`src/rtl/lock_pkg.sv`:
```
// Shared definitions for the keypad lock sequencer.
//   KEY_STAR / KEY_HASH : key codes for '*' and '#' as delivered by the keypad scanner
//   state_t             : sequencer states
//   is_digit()          : true for key codes 0-9
package lock_pkg;

    localparam logic [3:0] KEY_STAR = 4'hA;
    localparam logic [3:0] KEY_HASH = 4'hB;

    typedef enum logic [2:0] {
        ENTRY,
        CHECK,
        OPEN,
        PROG,
        LOCKOUT
    } state_t;

    function automatic logic is_digit(input logic [3:0] k);
        return (k <= 4'd9);
    endfunction

endpackage

```
`src/rtl/lock_timer.sv`:
```
// Loadable down-counter used for both the unlock window and the lockout period.
//   clock : system clock
//   reset : synchronous active-high reset, clears the count
//   load  : load 'value' into the counter (takes priority over counting)
//   value : cycle count to load
//   done  : high for the single cycle in which the count sits at 1; the
//           owner acts on it at the following edge, giving exactly 'value'
//           cycles between the load edge and the expiry edge
module lock_timer #(
    parameter int W = 8
) (
    input  logic         clock,
    input  logic         reset,
    input  logic         load,
    input  logic [W-1:0] value,
    output logic         done
);

    logic [W-1:0] count;

    always_ff @(posedge clock) begin
        if (reset) begin
            count <= '0;
        end else if (load) begin
            count <= value;
        end else if (count != '0) begin
            // Stops at zero; never wraps.
            count <= count - 1'b1;
        end
    end

    assign done = (count == W'(1)) && !load;

endmodule

```
`src/rtl/lock_controller.sv`:
```
// Keypad lock sequencer: collects digit entries, compares them with the stored
// code, opens the lock, locks out after repeated failures and lets the code be
// reprogrammed while open.
//   clock     : system clock (rising edge)
//   reset     : synchronous active-high reset
//   Code      : key code from the keypad scanner (0-9, A='*', B='#', C-F ignored)
//   Valid     : high while a debounced key is held
//   unlock    : lock open
//   alarm     : lockout in progress
//   err       : one-cycle pulse per rejected entry
//   prog_mode : new code being entered
//   digit_cnt : digits in the current entry, saturating at DIGITS
module lock_controller
    import lock_pkg::*;
#(
    parameter int          DIGITS         = 4,
    parameter logic [31:0] DEFAULT_CODE   = 32'h0000_1234,
    parameter int          MAX_TRIES      = 3,
    parameter int          UNLOCK_CYCLES  = 50_000_000,
    parameter int          LOCKOUT_CYCLES = 500_000_000
) (
    input  logic       clock,
    input  logic       reset,
    input  logic [3:0] Code,
    input  logic       Valid,
    output logic       unlock,
    output logic       alarm,
    output logic       err,
    output logic       prog_mode,
    output logic [2:0] digit_cnt
);

    localparam int BW   = 4 * DIGITS;
    localparam int MAXC = (UNLOCK_CYCLES > LOCKOUT_CYCLES) ? UNLOCK_CYCLES : LOCKOUT_CYCLES;
    localparam int TW   = $clog2(MAXC) + 1;

    localparam logic [3:0] DIG_N = 4'(DIGITS);
    localparam logic [3:0] TRIES = 4'(MAX_TRIES);

    state_t          state, state_n;
    logic            valid_q;
    logic [BW-1:0]   entry, entry_n;
    logic [BW-1:0]   stored, stored_n;
    logic [3:0]      cnt, cnt_n;
    logic            ovf, ovf_n;
    logic [3:0]      fails, fails_n;
    logic            err_n;
    logic            tmr_load;
    logic [TW-1:0]   tmr_value;
    logic            tmr_done;

    logic key_ev, digit_ev, star_ev, hash_ev;
    logic full_entry;

    // Internal count can reach 8 (DIGITS=8) but the port is 3 bits wide.
    function automatic logic [2:0] sat_cnt(input logic [3:0] c);
        return (c > 4'd7) ? 3'd7 : c[2:0];
    endfunction

    lock_timer #(
        .W (TW)
    ) u_timer (
        .clock (clock),
        .reset (reset),
        .load  (tmr_load),
        .value (tmr_value),
        .done  (tmr_done)
    );

    // Rising edge of Valid is the only key event; holding a key yields nothing more.
    assign key_ev     = Valid && !valid_q;
    assign digit_ev   = key_ev && is_digit(Code);
    assign star_ev    = key_ev && (Code == KEY_STAR);
    assign hash_ev    = key_ev && (Code == KEY_HASH);
    assign full_entry = (cnt == DIG_N) && !ovf;

    always_comb begin
        state_n   = state;
        entry_n   = entry;
        cnt_n     = cnt;
        ovf_n     = ovf;
        fails_n   = fails;
        stored_n  = stored;
        err_n     = 1'b0;
        tmr_load  = 1'b0;
        tmr_value = TW'(UNLOCK_CYCLES);

        case (state)
            ENTRY, PROG: begin
                if (digit_ev) begin
                    if (cnt < DIG_N) begin
                        entry_n = BW'({entry, Code});
                        cnt_n   = cnt + 4'd1;
                    end else begin
                        ovf_n = 1'b1;
                    end
                end else if (star_ev) begin
                    // Clears the entry in ENTRY; aborts programming in PROG.
                    entry_n = '0;
                    cnt_n   = '0;
                    ovf_n   = 1'b0;
                    state_n = ENTRY;
                end else if (hash_ev) begin
                    if (state == ENTRY) begin
                        state_n = CHECK;
                    end else begin
                        if (full_entry) begin
                            stored_n = entry;
                        end else begin
                            err_n = 1'b1;
                        end
                        entry_n = '0;
                        cnt_n   = '0;
                        ovf_n   = 1'b0;
                        state_n = ENTRY;
                    end
                end
            end

            CHECK: begin
                // Key events arriving now are dropped.
                entry_n = '0;
                cnt_n   = '0;
                ovf_n   = 1'b0;
                if (full_entry && (entry == stored)) begin
                    fails_n   = '0;
                    tmr_load  = 1'b1;
                    tmr_value = TW'(UNLOCK_CYCLES);
                    state_n   = OPEN;
                end else begin
                    err_n   = 1'b1;
                    fails_n = fails + 4'd1;
                    if (fails_n >= TRIES) begin
                        tmr_load  = 1'b1;
                        tmr_value = TW'(LOCKOUT_CYCLES);
                        state_n   = LOCKOUT;
                    end else begin
                        state_n = ENTRY;
                    end
                end
            end

            OPEN: begin
                // Expiry and '#' on the same edge both mean a single return to ENTRY.
                if (tmr_done || hash_ev) begin
                    state_n = ENTRY;
                end else if (star_ev) begin
                    state_n = PROG;
                end
            end

            LOCKOUT: begin
                if (tmr_done) begin
                    fails_n = '0;
                    state_n = ENTRY;
                end
            end

            default: begin
                state_n = ENTRY;
            end
        endcase
    end

    // Outputs are registered from the next-state values so they line up with the state.
    always_ff @(posedge clock) begin
        if (reset) begin
            state     <= ENTRY;
            valid_q   <= 1'b0;
            entry     <= '0;
            cnt       <= '0;
            ovf       <= 1'b0;
            fails     <= '0;
            stored    <= DEFAULT_CODE[BW-1:0];
            unlock    <= 1'b0;
            alarm     <= 1'b0;
            err       <= 1'b0;
            prog_mode <= 1'b0;
            digit_cnt <= '0;
        end else begin
            state     <= state_n;
            valid_q   <= Valid;
            entry     <= entry_n;
            cnt       <= cnt_n;
            ovf       <= ovf_n;
            fails     <= fails_n;
            stored    <= stored_n;
            unlock    <= (state_n == OPEN);
            alarm     <= (state_n == LOCKOUT);
            err       <= err_n;
            prog_mode <= (state_n == PROG);
            digit_cnt <= sat_cnt(cnt_n);
        end
    end

endmodule
```
`config.mk`:
```
export PLATFORM = sky130hd
export DESIGN_NAME = lock_controller
export DESIGN_NICKNAME = d
export VERILOG_FILES = /design/src/rtl/lock_pkg.sv /design/src/rtl/lock_timer.sv /design/src/rtl/lock_controller.sv
export SDC_FILE = /design/constraint.sdc
export NUM_CORES = 1
export LEC_CHECK = 0
export BUFFER_PORTS_ARGS = -buffer_cell sky130_fd_sc_hd__buf_4
export CORE_MARGIN = 4
export CORE_UTILIZATION = 55
export CTS_CLUSTER_SIZE = 24
export DETAILED_ROUTE_END_ITERATION = 10
export PLACE_DENSITY_LB_ADDON = 0.2
export SYNTH_ARGS = -nofsm -noshare
export SYNTH_HDL_FRONTEND = slang
export SYNTH_HIERARCHICAL = 1
export SYNTH_SLANG_ARGS = --single-unit
```
`constraint.sdc`:
```
create_clock -name clock -period 4.7 [get_ports clock]
set_input_delay 0.705 -clock clock [delete_from_list [all_inputs] [get_ports clock]]
set_output_delay 0.705 -clock clock [all_outputs]
set_load 0.01 [all_outputs]
```
==> flow_metrics.env, run 1 <==
export IMPL_setup_viol=0
export IMPL_worstMarginPinSlew_ns=1.025
export IMPL_place_hpwl_um=6183
export IMPL_ctsHoldBuffers=0
export IMPL_initial_utilization_pct=57.67
export IMPL_reg2reg_slack_ns=1.23
export IMPL_timing_critical_path_cells="inv_1, ha_1, and4bb_1, nand4_1, or3_1, or2_1, o21ai_2, buf_4, clkinv_1, nand4_1, nand2b_1, a211oi_1"
export IMPL_die_h_um=95.91
export IMPL_comb_power_share_pct=42.1
export IMPL_clock_sinks=82
export IMPL_grt_overflow=0
export IMPL_path_buf_inv=3
export IMPL_p_seq_share_pct=36.7
export IMPL_dpl_cell_area_sq_um=4434
export IMPL_final_cells=619
export IMPL_rsz0062_at_grt="no"
export IMPL_synth_cell_type_count=73
export IMPL_ys_seq_area_share_pct=38.62
export IMPL_postCtsSetupBuffers=0
export IMPL_avgSynthCellArea_sq_um=8.484
export IMPL_grt_met2_usage_pct=38.39
export IMPL_setup_tns_ns=0
export IMPL_critPathMaxFanout=32
export IMPL_grt_pass1_vias=3551
export IMPL_cp_end_kind="register"
export IMPL_maxCapViolCount=0
export IMPL_final_hold_viol_count=0
export IMPL_min_path_type="reg2reg"
export IMPL_timing_clock_skew_ns=0.009826
export IMPL_crit_path_start_kind="register"
export IMPL_die_area_sq_um=9199
export IMPL_dp_cells=603
export IMPL_numCtsBuffers=9
export IMPL_path_class="reg2reg"
export IMPL_clock_path_buffers=2
export IMPL_yosys_warnings=6
export IMPL_ctsResizeCount=0
export IMPL_grt_pass1_wl_um=16360
export IMPL_r2r_end="u_timer/count[23]"
export IMPL_internal_power_mw=1.497
export IMPL_rr_worst_depth=12
export IMPL_design_area_sq_um=4642
export IMPL_fin_util_pct=62.99
export IMPL_min_period_over_period_pct=73.85
export IMPL_switchingPower_mw=1.039
export IMPL_synth_main_ff_cell="dfxtp_1"
export IMPL_slew_headroom_pct=31.64
export IMPL_gr_max_usage_layer="met2"
export IMPL_dr_pass1_iters=4
export IMPL_place_gp_congestion=0.8847
export IMPL_min_delay_start="ovf"
export IMPL_io_buffers=13
export IMPL_async_reset_ff_share_pct=0
export IMPL_ys_ff_latch=82
export IMPL_num_io_pins=14
export IMPL_drt_wl_total_um=9459
export IMPL_syn_cell_area_sq_um=4250
export IMPL_drtIter0Drc=231
export IMPL_gr_usage_met3_pct=3.597
export IMPL_hold_depth=2
export IMPL_synth_edff_count=0
export IMPL_critical_path_arrival_ns=3.73
export IMPL_clock_latency_ns=0.36
export IMPL_finalMaxSlewViolations=0
export IMPL_crit_top_cell="nand4_1"
export IMPL_grt_max_degree=64
export IMPL_clkTransAtPathRegs_ns=0.09
export IMPL_vdd_drop_max_mv=0.4764
export IMPL_syn_inst=501
export IMPL_status="completed"
export IMPL_critPathRequiredTime_ns=4.96
export IMPL_p_leak_nw=1.613
export IMPL_post_place_ws_ns=1.313
export IMPL_rr_startpoint="cnt[0]"
export IMPL_drive_gt1_share_pct=10.19
export IMPL_n_antenna_cell=0
export IMPL_slowest_delay_ns=0.47
export IMPL_core_sq_um=7370
export IMPL_vias=3738
export IMPL_cts_root_buf="clkbuf_8"
export IMPL_min_to="ovf"
export IMPL_path_delay_family="simple AND/OR/NAND/NOR gates"
export IMPL_area_delta_synth_final_pct=9.214
export IMPL_num_rows=31
export IMPL_power_density_nw_per_um2=546.3
export IMPL_sw_frac_of_total_pct=40.97
export IMPL_grt_met1_usage_pct=27.98
export IMPL_antenna_left=0
export IMPL_via_per_inst=6.039
export IMPL_pwr_share_clk_pct=21.2
export IMPL_cts_htree_levels=3
export IMPL_cts_tree="yes"
export IMPL_slowest_stage="nand2b_1"
export IMPL_antenna_found_initial=0
export IMPL_drc=0
export IMPL_timing_final_ws_setup_ns=1.229
export IMPL_wl_per_cell_um=15.28
export IMPL_grtUsageTotal_pct=22.39
export IMPL_nNetsFinal=528
export IMPL_max_freq_mhz=288.1
export IMPL_die_w_um=95.91
export IMPL_layout_min_cycle_time_ns=3.471
[placed cells by master (no fill, tap or decap), drive strengths merged, types with 13 or more instances in the layout]
cell type	instances
conb	16
nand3	25
nor4	13
a21oi	43
o21ai	22
xnor2	21
nand2	29
dfxtp	82
buf	18
nand2b	20
nor2	43
inv	16
nor3	19
mux2i	13
[per-stage QoR]
step / total power [mW] / hold slack (ns)
finish: 2.536 / 0.4819
global route: 2.711 / 0.5412
CTS: 2.514 / 0.4849
detailed placement: 1.974 / 0.4670
global placement: 1.962 / 0.4505
floorplan: 1.725 / 0.4292
[power by group through the flow]
stage | combinational [mW] | clock (mW) | sequential (mW)
after global placement | 1.02 | 0 | 0.938
after CTS | 1.04 | 0.547 | 0.927
after global routing | 1.18 | 0.583 | 0.952
after detailed placement | 1.03 | 0 | 0.942
final | 1.07 | 0.538 | 0.930
after floorplan | 0.815 | 0 | 0.910
[state kept, by name, indices dropped and copies added (netlist names), 3 cells and up]
name and cells:
entry 16, u_timer/count 30, stored 16, digit_cnt 3, cnt 4, state 3, fails 4
[cell type report]
| cell class | count | area [sq um] |
|---|---|---|
| timing repair buffer | 18 | 135.1 |
| fill | 663 | 2728 |
| inverter | 14 | 52.55 |
| tap | 99 | 123.9 |
| clock inverter | 7 | 83.83 |
| clock buffer | 9 | 123.9 |
| multi-input combinational | 390 | 2481 |
| sequential | 82 | 1642 |
[per-layer routing]
layer / vias to the layer above / wire [um]
li1: 1835 / -
met1: 1769 / 4125
met2: 114 / 4656
met3: 20 / 503
met4: 0 / 174
met5: - / 0
[cell usage after synthesis (all sizes together), types with 3 or more instances]
cell	n	area (sq um)
nand2b	20	125.1
or4	7	60.06
o31ai	6	45.04
dfxtp	82	1642
nand2	29	108.9
clkbuf	22	82.58
a31oi	3	18.77
nor3	19	106.4
nor3b	3	33.78
o21bai	3	22.52
or2	3	18.77
o21a	3	22.52
o21ai	22	110.1
mux2i	13	130.1
o41ai	3	26.28
buf	7	48.79
a211o	6	52.55
inv	13	48.80
a21oi	43	219.0
nor2	43	161.4
nor4b	3	26.28
nor4	13	93.84
xor2	9	78.83
nand3	25	125.1
nand3b	3	22.52
nand4	7	43.79
nor2b	9	56.30
or3	5	32.53
ha	6	75.07
xnor2	21	183.9
a211oi	11	82.58
and3	4	25.02
[how the worst max path moves through the flow]
stage | slack [ns] | to | cells past startpoint | startpoint
after floorplan | 1.74 | unlock | 15 | cnt[0]
after global placement | 1.43 | u_timer/count[17] | 12 | cnt[0]
after detailed placement | 1.31 | u_timer/count[23] | 12 | cnt[0]
after CTS | 1.28 | u_timer/count[23] | 12 | cnt[0]
after global routing | 0.94 | u_timer/count[19] | 12 | cnt[0]
final | 1.23 | u_timer/count[23] | 12 | cnt[0]
[worst reg2reg max path, cell delays in order, from the launching register on]
cell	delay (ns)
dfxtp_1	0.33
inv_1	0.08
ha_1	0.15
and4bb_1	0.25
nand4_1	0.10
or3_1	0.43
or2_1	0.26
o21ai_2	0.11
buf_4	0.32
clkinv_1	0.14
nand4_1	0.41
nand2b_1	0.47
a211oi_1	0.32
[kinds of logic (layout without fill, tap and decap cells)]
| kind of cell | Yosys count | in the layout | share of synthesized area [%] |
|---|---|---|---|
| other cells | 2 | 16 | 0.1767 |
| xor+xnor | 30 | 30 | 6.182 |
| compound gates | 123 | 123 | 19.37 |
| buf+inv | 43 | 48 | 4.327 |
| simple gates | 202 | 202 | 26.49 |
| mux | 13 | 13 | 3.061 |
| flops | 82 | 82 | 38.62 |
| fa+ha+maj | 6 | 6 | 1.766 |
(Power assumes the default switching activity.)
==> run 2: changes to the inputs <==
clock period = 3 ns   (was 4.7 ns; I/O delays follow)
==> run 2 against run 1 <==
- global-route usage down 0.85 points
- non-clock buffer count increased by 11
- highest routed layer unchanged
- cell count rose by 1.8%
- critical path type unchanged
- largest power group unchanged
==> flow_metrics.env, run 2 (synthesis results as in run 1) <==
export IMPL_min_to="valid_q"
export IMPL_crit_top_cell="nor2b_1"
export IMPL_largest_reg_flops=30
export IMPL_cts_root_buf="clkbuf_8"
export IMPL_vias=3642
export IMPL_slowest_stage="or3_4"
export IMPL_rsz0062_at_grt="no"
export IMPL_clock_path_buffers=2
export IMPL_max_freq_mhz=352.9
export IMPL_min_period_over_period_pct=94.46
export IMPL_cts_tree="yes"
export IMPL_final_hold_viol_count=0
export IMPL_internal_power_mw=2.314
export IMPL_grt_overflow=0
export IMPL_p_leak_nw=1.668
export IMPL_switchingPower_mw=1.628
export IMPL_sw_frac_of_total_pct=41.30
export IMPL_nNetsFinal=539
export IMPL_power_density_nw_per_um2=832.6
export IMPL_fin_util_pct=64.24
export IMPL_reg2reg_slack_ns=0.17
export IMPL_layout_common_cells="dfxtp_1 (81), nor2_1 (43), a21oi_1 (42)"
export IMPL_worstMarginPinSlew_ns=0.7126
export IMPL_num_io_pins=14
export IMPL_rr_worst_depth=14
export IMPL_critical_path_arrival_ns=3.13
export IMPL_cts_htree_levels=3
export IMPL_drive_gt1_share_pct=12.81
export IMPL_slowest_delay_ns=0.37
export IMPL_dr_pass1_iters=5
export IMPL_path_buf_inv=1
export IMPL_layout_min_cycle_time_ns=2.834
export IMPL_critPathMaxFanout=5
export IMPL_min_path_type="in2reg"
export IMPL_cp_end_kind="register"
export IMPL_design_area_sq_um=4735
export IMPL_via_per_inst=5.781
export IMPL_clock_latency_ns=0.37
export IMPL_clock_sinks=82
export IMPL_timing_clock_skew_ns=0.01099
export IMPL_setup_viol=0
export IMPL_wl_per_cell_um=14.56
export IMPL_hold_depth=2
export IMPL_crit_path_start_kind="register"
export IMPL_grt_pass1_vias=3441
export IMPL_ctsHoldBuffers=0
export IMPL_path_class="reg2reg"
export IMPL_n_antenna_cell=0
export IMPL_final_cells=630
export IMPL_io_buffers=13
export IMPL_timing_critical_path_cells="inv_1, ha_1, and4bb_1, nand4_1, or3_4, or2_4, o21ai_4, nor4b_1, and3_1, nor2b_1, nor4b_2, o21ai_1, o41a_1, nor2b_1"
export IMPL_path_delay_family="simple AND/OR/NAND/NOR gates"
export IMPL_antenna_found_initial=0
export IMPL_core_sq_um=7370
export IMPL_dpl_cell_area_sq_um=4517
export IMPL_place_gp_congestion=0.8558
export IMPL_initial_utilization_pct=57.67
export IMPL_area_delta_synth_final_pct=11.39
export IMPL_r2r_end="unlock"
export IMPL_comb_power_share_pct=43.2
export IMPL_finalMaxSlewViolations=0
export IMPL_drtIter0Drc=138
export IMPL_min_delay_start="Valid"
export IMPL_numCtsBuffers=9
export IMPL_fill_cells=639
export IMPL_drc=0
export IMPL_status="completed"
export IMPL_antenna_left=0
export IMPL_die_w_um=95.91
export IMPL_slew_headroom_pct=52.06
export IMPL_dp_cells=614
export IMPL_setup_tns_ns=0
export IMPL_grtUsageTotal_pct=21.55
export IMPL_clkTransAtPathRegs_ns=0.09
export IMPL_largest_register="u_timer/count"
export IMPL_postCtsSetupBuffers=0
export IMPL_rr_startpoint="cnt[0]"
export IMPL_p_seq_share_pct=37.0
export IMPL_die_area_sq_um=9199
export IMPL_critPathRequiredTime_ns=3.30
export IMPL_reg_top3="u_timer/count x30, entry x16, stored x16"
export IMPL_pwr_share_clk_pct=19.9
export IMPL_maxCapViolCount=0
export IMPL_place_hpwl_um=6218
export IMPL_num_rows=31
export IMPL_grt_max_degree=64
export IMPL_drt_wl_total_um=9175
export IMPL_final_common_cell="dfxtp_1"
export IMPL_vdd_drop_max_mv=0.5869
export IMPL_grt_pass1_wl_um=15680
export IMPL_die_h_um=95.91
run 2: power groups by stage:
stage / clock [mW] / combinational [mW] / sequential (mW)
floorplan: 0 / 1.28 / 1.43
CTS: 0.801 / 1.68 / 1.45
detailed placement: 0 / 1.67 / 1.47
global placement: 0 / 1.64 / 1.47
finish: 0.783 / 1.70 / 1.46
global route: 0.859 / 1.87 / 1.48
run 2: layout make-up:
cell class	instances	area, sq um	area share (%)
clock buffers	9	123.9	2.616
clock inverters	7	71.32	1.506
inverters	14	52.55	1.110
multi-input cells	390	2502	52.85
flip-flops and latches	82	1643	34.70
well taps	99	123.9	2.616
repair buffers	29	217.7	4.598
run 2: worst max-delay path by stage:
stage	startpoint	to	slack (ns)	cells past startpoint
after floorplan	cnt[0]	unlock	0.04	15
after global placement	cnt[0]	unlock	0.21	14
after detailed placement	cnt[0]	unlock	0.02	14
after CTS	cnt[0]	unlock	0.05	14
after global routing	cnt[0]	unlock	0.02	14
final	cnt[0]	unlock	0.17	14
run 2: worst register-to-register path, cell delays in order, from the launching register on:
cell	delay (ns)
dfxtp_2	0.34
inv_1	0.08
ha_1	0.14
and4bb_1	0.24
nand4_1	0.10
or3_4	0.37
or2_4	0.26
o21ai_4	0.19
nor4b_1	0.07
and3_1	0.17
nor2b_1	0.15
nor4b_2	0.30
o21ai_1	0.10
o41a_1	0.15
nor2b_1	0.12
run 2: timing repair:
item	CTS	global route
pin swaps	0	4
endpoints found under the setup margin	1	6
gates resized for setup	1	5
run 2: stage by stage:
step                hold slack (ns)  power (mW)  setup WS (ns)
floorplan                    0.4292       2.703        0.03558
global placement             0.4505       3.107         0.2112
detailed placement           0.4600       3.139        0.01981
CTS                          0.3200       3.934        0.05484
global route                 0.3242       4.216        0.01853
finish                       0.3322       3.942         0.1661
run 2: per-layer routing:
metal	GRT usage, %	vias up	part of all wire (%)	wire length [um]
li1	-	1855	-	-
met1	27.08	1714	46	4248
met2	36.42	61	48	4438
met3	2.893	12	3.7	340
met4	10.19	0	1.6	147
met5	0	-	0	0
